**src/rtl/ula_operand_sequencer_pkg.sv**
```systemverilog
// ula_operand_sequencer_pkg
//   Shared definitions for the ULA operand sequencer and the ULA itself.
//   - S_*  : sequencer state codes, also driven out on PHASE for the LEDG display.
//   - OP_* : 3-bit ULA opcode encodings; OP_MAX is the highest legal opcode.
//   - op_valid() : true when an opcode falls inside the legal range.
package ula_operand_sequencer_pkg;

    localparam logic [1:0] S_WAIT_A  = 2'd0;
    localparam logic [1:0] S_WAIT_B  = 2'd1;
    localparam logic [1:0] S_WAIT_OP = 2'd2;
    localparam logic [1:0] S_READY   = 2'd3;

    localparam logic [2:0] OP_AND = 3'b000;
    localparam logic [2:0] OP_OR  = 3'b001;
    localparam logic [2:0] OP_ADD = 3'b010;
    localparam logic [2:0] OP_SUB = 3'b011;
    localparam logic [2:0] OP_SHL = 3'b100;
    localparam logic [2:0] OP_SHR = 3'b101;
    localparam logic [2:0] OP_MAX = 3'b101;

    function automatic logic op_valid(input logic [2:0] op);
        return op <= OP_MAX;
    endfunction

endpackage

```
**src/rtl/key_debouncer.sv**
```systemverilog
// key_debouncer
//   Cleans up one raw active-low pushbutton and emits a single-cycle pulse per press.
//   Ports:
//     CLOCK_50 - system clock
//     RESET_N  - asynchronous active-low reset (released synchronously by the parent)
//     key_n    - raw key, active-low, asynchronous to CLOCK_50
//     press    - one-cycle pulse on a debounced high->low transition
//   A 2-FF synchronizer feeds a stability counter; the debounced level only flips after
//   DEBOUNCE_CYCLES consecutive samples disagree with it. The press pulse is registered after
//   an edge-detect stage so the press-to-capture latency is DEBOUNCE_CYCLES+3 edges.
module key_debouncer #(
    parameter int unsigned DEBOUNCE_CYCLES = 500000
) (
    input  logic CLOCK_50,
    input  logic RESET_N,
    input  logic key_n,
    output logic press
);

    localparam int unsigned CW = $clog2(DEBOUNCE_CYCLES + 1);
    localparam logic [CW-1:0] CNT_LAST = CW'(DEBOUNCE_CYCLES - 1);

    logic [1:0]    sync_q;
    logic          level_q, level_d;
    logic          level_prev_q;
    logic [CW-1:0] cnt_q, cnt_d;
    logic          press_q, press_d;

    always_comb begin
        level_d = level_q;
        cnt_d   = '0;
        // Any sample matching the current level restarts the stability count.
        if (sync_q[1] != level_q) begin
            if (cnt_q == CNT_LAST) begin
                level_d = ~level_q;
            end else begin
                cnt_d = cnt_q + CW'(1);
            end
        end
        press_d = level_prev_q & ~level_q;
    end

    // Idle-high reset: a key held through reset is seen as a fresh press once debounced.
    always_ff @(posedge CLOCK_50 or negedge RESET_N) begin
        if (!RESET_N) begin
            sync_q       <= 2'b11;
            level_q      <= 1'b1;
            level_prev_q <= 1'b1;
            cnt_q        <= '0;
            press_q      <= 1'b0;
        end else begin
            sync_q       <= {sync_q[0], key_n};
            level_q      <= level_d;
            level_prev_q <= level_q;
            cnt_q        <= cnt_d;
            press_q      <= press_d;
        end
    end

    assign press = press_q;

endmodule

```
**src/rtl/ula_operand_sequencer.sv**
```systemverilog
// ula_operand_sequencer
//   Collects operand A, operand B and an opcode from the switches in three ENTER-confirmed steps
//   and holds them registered and stable for the combinational ULA.
//   Ports:
//     CLOCK_50    - system clock
//     RESET_N     - asynchronous active-low reset
//     SW_DATA     - operand switches, sampled in the capture cycle
//     SW_OP       - opcode switches, sampled in the capture cycle
//     KEY_ENTER_N - raw ENTER pushbutton, active-low
//     KEY_CLEAR_N - raw CLEAR pushbutton, active-low
//     OPERAND_A   - captured operand A
//     OPERAND_B   - captured operand B
//     OPCODE      - captured opcode
//     READY       - high while A, B and OPCODE are all valid
//     PHASE       - current state code
//     OP_ERR      - sticky flag: the last opcode capture was rejected
module ula_operand_sequencer
    import ula_operand_sequencer_pkg::*;
#(
    parameter int unsigned WIDTH           = 4,
    parameter int unsigned DEBOUNCE_CYCLES = 500000
) (
    input  logic             CLOCK_50,
    input  logic             RESET_N,
    input  logic [WIDTH-1:0] SW_DATA,
    input  logic [2:0]       SW_OP,
    input  logic             KEY_ENTER_N,
    input  logic             KEY_CLEAR_N,
    output logic [WIDTH-1:0] OPERAND_A,
    output logic [WIDTH-1:0] OPERAND_B,
    output logic [2:0]       OPCODE,
    output logic             READY,
    output logic [1:0]       PHASE,
    output logic             OP_ERR
);

    // Reset asserts immediately but releases on a clock edge.
    logic [1:0] rst_sync_q;
    logic       rst_n;

    always_ff @(posedge CLOCK_50 or negedge RESET_N) begin
        if (!RESET_N) begin
            rst_sync_q <= 2'b00;
        end else begin
            rst_sync_q <= {rst_sync_q[0], 1'b1};
        end
    end

    assign rst_n = rst_sync_q[1];

    logic enter_press;
    logic clear_press;

    key_debouncer #(
        .DEBOUNCE_CYCLES(DEBOUNCE_CYCLES)
    ) u_enter_db (
        .CLOCK_50(CLOCK_50),
        .RESET_N (rst_n),
        .key_n   (KEY_ENTER_N),
        .press   (enter_press)
    );

    key_debouncer #(
        .DEBOUNCE_CYCLES(DEBOUNCE_CYCLES)
    ) u_clear_db (
        .CLOCK_50(CLOCK_50),
        .RESET_N (rst_n),
        .key_n   (KEY_CLEAR_N),
        .press   (clear_press)
    );

    logic [1:0]       state_q, state_d;
    logic [WIDTH-1:0] opa_q, opa_d;
    logic [WIDTH-1:0] opb_q, opb_d;
    logic [2:0]       opc_q, opc_d;
    logic             err_q, err_d;

    always_comb begin
        state_d = state_q;
        opa_d   = opa_q;
        opb_d   = opb_q;
        opc_d   = opc_q;
        err_d   = err_q;
        // Clear has priority; a simultaneous enter is dropped.
        if (clear_press) begin
            state_d = S_WAIT_A;
            opa_d   = '0;
            opb_d   = '0;
            opc_d   = '0;
            err_d   = 1'b0;
        end else if (enter_press) begin
            unique case (state_q)
                S_WAIT_A: begin
                    opa_d   = SW_DATA;
                    state_d = S_WAIT_B;
                end
                S_WAIT_B: begin
                    opb_d   = SW_DATA;
                    state_d = S_WAIT_OP;
                end
                S_WAIT_OP: begin
                    if (op_valid(SW_OP)) begin
                        opc_d   = SW_OP;
                        err_d   = 1'b0;
                        state_d = S_READY;
                    end else begin
                        err_d = 1'b1;
                    end
                end
                S_READY: begin
                    // New A starts a fresh entry; B and OPCODE stay until overwritten.
                    opa_d   = SW_DATA;
                    state_d = S_WAIT_B;
                end
            endcase
        end
    end

    always_ff @(posedge CLOCK_50 or negedge rst_n) begin
        if (!rst_n) begin
            state_q <= S_WAIT_A;
            opa_q   <= '0;
            opb_q   <= '0;
            opc_q   <= '0;
            err_q   <= 1'b0;
        end else begin
            state_q <= state_d;
            opa_q   <= opa_d;
            opb_q   <= opb_d;
            opc_q   <= opc_d;
            err_q   <= err_d;
        end
    end

    assign OPERAND_A = opa_q;
    assign OPERAND_B = opb_q;
    assign OPCODE    = opc_q;
    assign READY     = (state_q == S_READY);
    assign PHASE     = state_q;
    assign OP_ERR    = err_q;

endmodule

```
**config.mk**
```make
export PLATFORM = sky130hd
export DESIGN_NAME = ula_operand_sequencer
export DESIGN_NICKNAME = d
export VERILOG_FILES = /design/src/rtl/ula_operand_sequencer_pkg.sv /design/src/rtl/key_debouncer.sv /design/src/rtl/ula_operand_sequencer.sv
export SDC_FILE = /design/constraint.sdc
export NUM_CORES = 1
export LEC_CHECK = 0
export CORE_MARGIN = 2
export CORE_UTILIZATION = 40
export CTS_BUF_LIST = sky130_fd_sc_hd__clkbuf_8
export DETAILED_ROUTE_END_ITERATION = 10
export PLACE_DENSITY = 0.57
export SYNTH_ARGS = -nofsm -noshare
export SYNTH_HDL_FRONTEND = slang
export SYNTH_SLANG_ARGS = --single-unit
```
**constraint.sdc**
```tcl
create_clock -name CLOCK_50 -period 2.3 [get_ports CLOCK_50]
set_input_delay 0.575 -clock CLOCK_50 [delete_from_list [all_inputs] [get_ports CLOCK_50]]
set_output_delay 0.575 -clock CLOCK_50 [all_outputs]
set_load 0.005 [all_outputs]
```
==> results of run 1 <==
per-stage QoR:
| step | setup WS (ns) | instances | util (%) | hold WS, ns |
|---|---|---|---|---|
| 4_1_cts | 0.283 | 423 | 48.9 | 0.290 |
| 2_1_floorplan | 0.400 | 284 | - | 0.279 |
| 6_report | 0.308 | 423 | 48.9 | 0.251 |
| 5_1_grt | 0.230 | 423 | 48.9 | 0.311 |
| 3_3_place_gp | 0.526 | 407 | 46.1 | 0.288 |
| 3_5_place_dp | 0.467 | 407 | 46.1 | 0.290 |
worst min-delay path by stage:
stage,from,end,slack (ns),cells after the start
final,rst_sync_q[1]$_DFF_PN0_,u_enter_db.cnt_q[7]$_DFF_PN0_,0.25,1
after global routing,rst_sync_q[1]$_DFF_PN0_,u_enter_db.cnt_q[7]$_DFF_PN0_,0.31,1
after CTS,rst_sync_q[1]$_DFF_PN0_,u_enter_db.cnt_q[7]$_DFF_PN0_,0.29,1
after detailed placement,rst_sync_q[1]$_DFF_PN0_,u_enter_db.cnt_q[5]$_DFF_PN0_,0.29,1
after global placement,rst_sync_q[1]$_DFF_PN0_,u_enter_db.cnt_q[6]$_DFF_PN0_,0.29,1
after floorplan,RESET_N,rst_sync_q[0]$_DFF_PN0_,0.28,0
cell usage after synthesis, drive strengths merged, types with 3 or more instances:
| cell | instances |
|---|---|
| dfrtp | 56 |
| nor2 | 44 |
| nand3 | 25 |
| xnor2 | 24 |
| nand2 | 22 |
| a21oi | 17 |
| nand4 | 11 |
| nor4 | 10 |
| nor3 | 9 |
| dfstp | 8 |
| inv | 7 |
| xor2 | 7 |
| ha | 5 |
| o21ai | 5 |
| and3 | 4 |
| clkbuf | 4 |
| nor4b | 3 |
metal layers:
| metal | GRT usage (%) | part of all wire, % |
|---|---|---|
| met1 | 20.4 | 51 |
| met2 | 22.8 | 44 |
| met3 | 3.60 | 3.0 |
| met4 | 7.19 | 1.8 |
| met5 | 0 | 0 |
area by class of cell:
cell class	count	share of cell area, %
well taps	99	3.53
inverters	7	0.749
repair buffers	30	8.56
clock inverters	5	1.35
flip-flops and latches	64	46.0
clock buffers	11	4.31
multi-input cells	207	35.5
worst reg2reg max path: cells and delay by family, from the launching register on:
kind	cells	cell delay [ns]
buf+inv	1	0.28
simple gates	3	0.52
flops	1	0.44
compound gates	1	0.48
power breakdown:
| part | internal [mW] | total, mW | switching (mW) |
|---|---|---|---|
| combinational | 0.0393 | 0.0864 | 0.0471 |
| sequential | 1.15 | 1.16 | 0.0138 |
| clock | 0.548 | 0.945 | 0.397 |
registers in the layout (all words and copies together), names as in the netlist:
name / count
PHASE: 2
u_enter_db.level_q: 1
OP_ERR: 1
u_enter_db.cnt_q: 19
OPCODE: 3
u_enter_db.sync_q: 2
OPERAND_B: 4
u_clear_db.cnt_q: 19
u_clear_db.sync_q: 2
u_enter_db.level_prev_q: 1
u_clear_db.press: 1
OPERAND_A: 4
u_enter_db.press: 1
rst_sync_q: 2
u_clear_db.level_prev_q: 1
u_clear_db.level_q: 1
kinds of logic after synthesis:
group / Yosys count / synth area share [%]
simple gates: 138 / 23.5
flops: 64 / 55.1
xor+xnor: 31 / 9.28
compound gates: 28 / 6.11
buf+inv: 13 / 2.31
fa+ha+maj: 5 / 2.14
mux: 4 / 1.45
other cells: 1 / 0.128
==> results_dict.tcl, run 1 <==
set metrics [dict create \
    areaGrowthSynthToFinish_pct 19.9 \
    ys_warn_count 0 \
    crit_buf_inv 1 \
    yosys_register_bits 64 \
    cts.clk_slew.worst_paths_ns 0.07 \
    grt_pass1_vias 2015 \
    fin_nets 335 \
    syn-num-nets 300 \
    ys_types 40 \
    core_area_um2 7180 \
    power_density_nw_per_um2 624 \
    drt_first_iter_violations 140 \
    gr-total-overflow 0 \
    routed_wl_um 5290 \
    drv_slew 0 \
    avgSynthCellArea_um2 10.3 \
    rows 31 \
    htree_levels 3 \
    final_hold_viol_count 0 \
    rsz0062_at_grt "false" \
    synthFlopType "dfrtp_1" \
    max-slew-margin-rel_pct 62.4 \
    track_usage_pct 15.0 \
    clk_latency_ns 0.33 \
    leakagePower_nw 1.42 \
    crit_start "PHASE[0]$_DFFE_PN0P_" \
    end_kind "primary output" \
    fill_cells 679 \
    period_share_pct 86.6 \
    cts_buffer_depth 2 \
    gp_congestion 0.807 \
    drc 0 \
    max_stage_delay_ns 0.49 \
    cap_violations 0 \
    cts_setup_buffers 0 \
    grt_pass1_wl_um 9300 \
    tns_ns 0 \
    dr.pass1.iters 4 \
    dieWidth_um 89.5 \
    chipHeight_um 89.5 \
    hold_buffers 0 \
    cp.required_ns 1.73 \
    cts_buffers 9 \
    synthesis.area_um2 2930 \
    placed_cell_area_um2 3310 \
    start_util_pct 40.8 \
    fin_area_um2 3510 \
    synth_edf_count 0 \
    grt_antenna_before_repair 0 \
    path_class "register to primary output" \
    antenna_cells 0 \
    die-area_um2 8020 \
    min_path_type "register to asynchronous set/reset pin" \
    rr_startpoint "u_enter_db.cnt_q[11]$_DFF_PN0_" \
    dp_hpwl_um 3600 \
    final_common_cell "dfrtp_1" \
    grt_start_max_net_pins 63 \
    fmax_ghz 0.502 \
    seq_area_frac_synth_pct 55.1 \
    tightest_slew_ns 0.558 \
    multi_input_area_um2 1250 \
    drive_above_1_share_pct 10.8 \
    ctsResizeCount 0 \
    setup_viol 0 \
    synthTopCellsByArea "dfrtp_1, dfstp_2, xnor2_1, nor2_1, nand3_1" \
    critPathLaunchType "register" \
    dr_total_vias 2091 \
    total_power_mw 2.19 \
    ant_nets 0 \
    endpoint "READY" \
    vias_per_cell 4.94 \
    r2r_setup_slack_ns 0.46 \
    path_depth 2 \
    clock-sinks 64 \
    r2r_end "u_enter_db.cnt_q[6]$_DFF_PN0_" \
    post-synth-top-area-fraction_pct 47.9 \
    worstPathArrival_ns 1.42 \
    cts_tree "yes" \
    port_buffers 25 \
    register_area_um2 1610 \
    io_pins 26 \
    fin_crit_ns 1.99 \
    irDropWorstVdd_v 0.000279 \
    worst-path-max-fanout 5 \
    crit_chain "ha_1, clkdlybuf4s50_1" \
    drt-wirelength-per-cell_um 12.5 \
    final_cell_mix "dfrtp_1, nor2_1, nand3_1, clkdlybuf4s50_1, xnor2_1" \
    worst_path_dominant_cell_family "buffers and inverters" \
    cts_root_buffer "clkbuf_8" \
    async_flop_share_pct 100 \
    status "finished clean" \
    cp_slowest_cell "clkdlybuf4s50_1" \
    finClkSkew_ns 0.00690 \
    r2r_cells 5 \
    syn_inst 284 \
    synth_top_cell_by_area "dfrtp_1" \
]
Note: power is estimated with default switching activity, not from simulation.
==> inputs of run 2 (changes only) <==
CORE_MARGIN = 4   (was 2)
==> results_dict.tcl, run 2 (synthesis gave the netlist of run 1 again) <==
set metrics [dict create \
    chipHeight_um 93.5 \
    crit_chain "ha_1, clkdlybuf4s50_1" \
    drc 0 \
    dr_total_vias 2120 \
    clk_latency_ns 0.34 \
    period_share_pct 87.5 \
    path_class "register to primary output" \
    dieWidth_um 93.5 \
    core_area_um2 6940 \
    routed_wl_um 5460 \
    power_density_nw_per_um2 688 \
    grt_antenna_before_repair 0 \
    cellInternalPower_mw 1.96 \
    power_switching_share_pct 20.1 \
    areaGrowthSynthToFinish_pct 21.9 \
    fin_crit_ns 2.01 \
    cap_violations 0 \
    cts_buffer_depth 2 \
    max-slew-margin-rel_pct 64.0 \
    track_usage_pct 14.3 \
    worst_hold_slack_ns 0.118 \
    irDropWorstVdd_v 0.000361 \
    worstPathArrival_ns 1.44 \
    cp.required_ns 1.73 \
    grt_start_max_net_pins 54 \
    rsz0062_at_grt "false" \
    drt_first_iter_violations 125 \
    end_kind "primary output" \
    p_switching_uw 494 \
    dp_hpwl_um 3680 \
    dr.pass1.iters 4 \
    total_power_mw 2.46 \
    clock_power_share_pct 49.3 \
    cts.clk_slew.worst_paths_ns 0.08 \
    final_hold_viol_count 0 \
    setup_viol 0 \
    drv_slew 0 \
    cts_root_buffer "clkbuf_8" \
    finClkSkew_ns 0.0123 \
    fin_nets 336 \
    min_path_type "register to asynchronous set/reset pin" \
    worst_path_dominant_cell_family "buffers and inverters" \
    worst-path-max-fanout 5 \
    clock-sinks 64 \
    drive_above_1_share_pct 11.7 \
    status "finished clean" \
    worst_slack_ns 0.287 \
    die-area_um2 8750 \
    htree_levels 3 \
    tightest_slew_ns 0.535 \
    max_stage_delay_ns 0.50 \
    ant_nets 0 \
    pwr-share-comb_pct 3.4 \
    gr-total-overflow 0 \
    cts_buffers 9 \
    cts_setup_buffers 0 \
    grt_pass1_wl_um 9890 \
    crit_buf_inv 1 \
    critPathLaunchType "register" \
    power_frac_seq_pct 47.3 \
    final_common_cell "dfrtp_1" \
    ctsResizeCount 0 \
    cp_slowest_cell "clkdlybuf4s50_1" \
    largest_registers "u_clear_db.cnt_q: 19 flops, u_enter_db.cnt_q: 19 flops" \
    gp_congestion 0.799 \
    cts_tree "yes" \
    drt-wirelength-per-cell_um 13.0 \
    port_buffers 25 \
    vias_per_cell 5.04 \
    dpl_worst_slack_ns 0.512 \
    fmax_ghz 0.497 \
    start_util_pct 42.1 \
    grt_pass1_vias 2075 \
    rows 30 \
    leakagePower_nw 1.44 \
    antenna_cells 0 \
    hold_buffers 0 \
    tns_ns 0 \
    io_pins 26 \
    final_cell_mix "dfrtp_1, nor2_1, nand3_1, clkdlybuf4s50_1, xnor2_1" \
]
[run 2: cell types whose count changed in the layout (fill, tap and decap cells not counted), sizes merged]
| cell | previous run | this run |
|---|---|---|
| bufinv | 1 | 3 |
| inv | 9 | 7 |
| buf | 5 | 6 |
| clkinv | 2 | 1 |
| clkinvlp | 0 | 1 |
[run 2: path summary, 6_finish.rpt]
check                                              start                                 to  slack [ns]  depth (start not counted)
max                                 PHASE[1]$_DFFE_PN0P_                              READY        0.29                          2
min                              rst_sync_q[1]$_DFF_PN0_      u_enter_db.cnt_q[7]$_DFF_PN0_        0.12                          0
max reg2reg                u_enter_db.cnt_q[0]$_DFF_PN0_     u_enter_db.cnt_q[18]$_DFF_PN0_        0.51                          5
min reg2reg                      rst_sync_q[1]$_DFF_PN0_      u_enter_db.cnt_q[7]$_DFF_PN0_        0.12                          0
max in group asynchronous        rst_sync_q[1]$_DFF_PN0_  u_enter_db.level_prev_q$_DFF_PN1_        1.57                          1
min in group CLOCK_50            rst_sync_q[0]$_DFF_PN0_            rst_sync_q[1]$_DFF_PN0_        0.36                          0
[run 2: area by class of cell]
type / count / area, um2
clock buffers: 11 / 151
fillers: 616 / 3380
clock inverters: 5 / 103
repair buffers: 31 / 308
multi-input cells: 207 / 1250
flip-flops and latches: 64 / 1610
inverters: 7 / 26.3
well taps: 96 / 120
[run 2: per-layer routing]
layer | wire length, um | part of all wire, % | GRT usage (%) | up-vias
met5 | 0 | 0 | 0 | -
met4 | 117 | 2.1 | 7.70 | 0
met3 | 233 | 4.3 | 3.14 | 11
met2 | 2430 | 44 | 21.1 | 41
met1 | 2680 | 49 | 19.5 | 1002
li1 | - | - | - | 1066
[run 2: through the flow]
| stage | utilization, % | cell area, um2 | std cells |
|---|---|---|---|
| 2_1_floorplan | - | 2930 | 284 |
| 3_3_place_gp | 47.7 | 3310 | 405 |
| 3_5_place_dp | 47.7 | 3310 | 405 |
| 4_1_cts | 51.4 | 3570 | 421 |
| 5_1_grt | 51.4 | 3570 | 421 |
| 6_report | 51.4 | 3570 | 421 |
[run 2: power by group through the flow]
stage                     sequential, mW  clock (mW)  combinational (mW)
after floorplan                     1.19           0              0.0299
after global placement              1.18           0              0.0872
after detailed placement            1.18           0              0.0866
after CTS                           1.16        1.24              0.0873
after global routing                1.16        1.30              0.0968
final                               1.16        1.21              0.0843
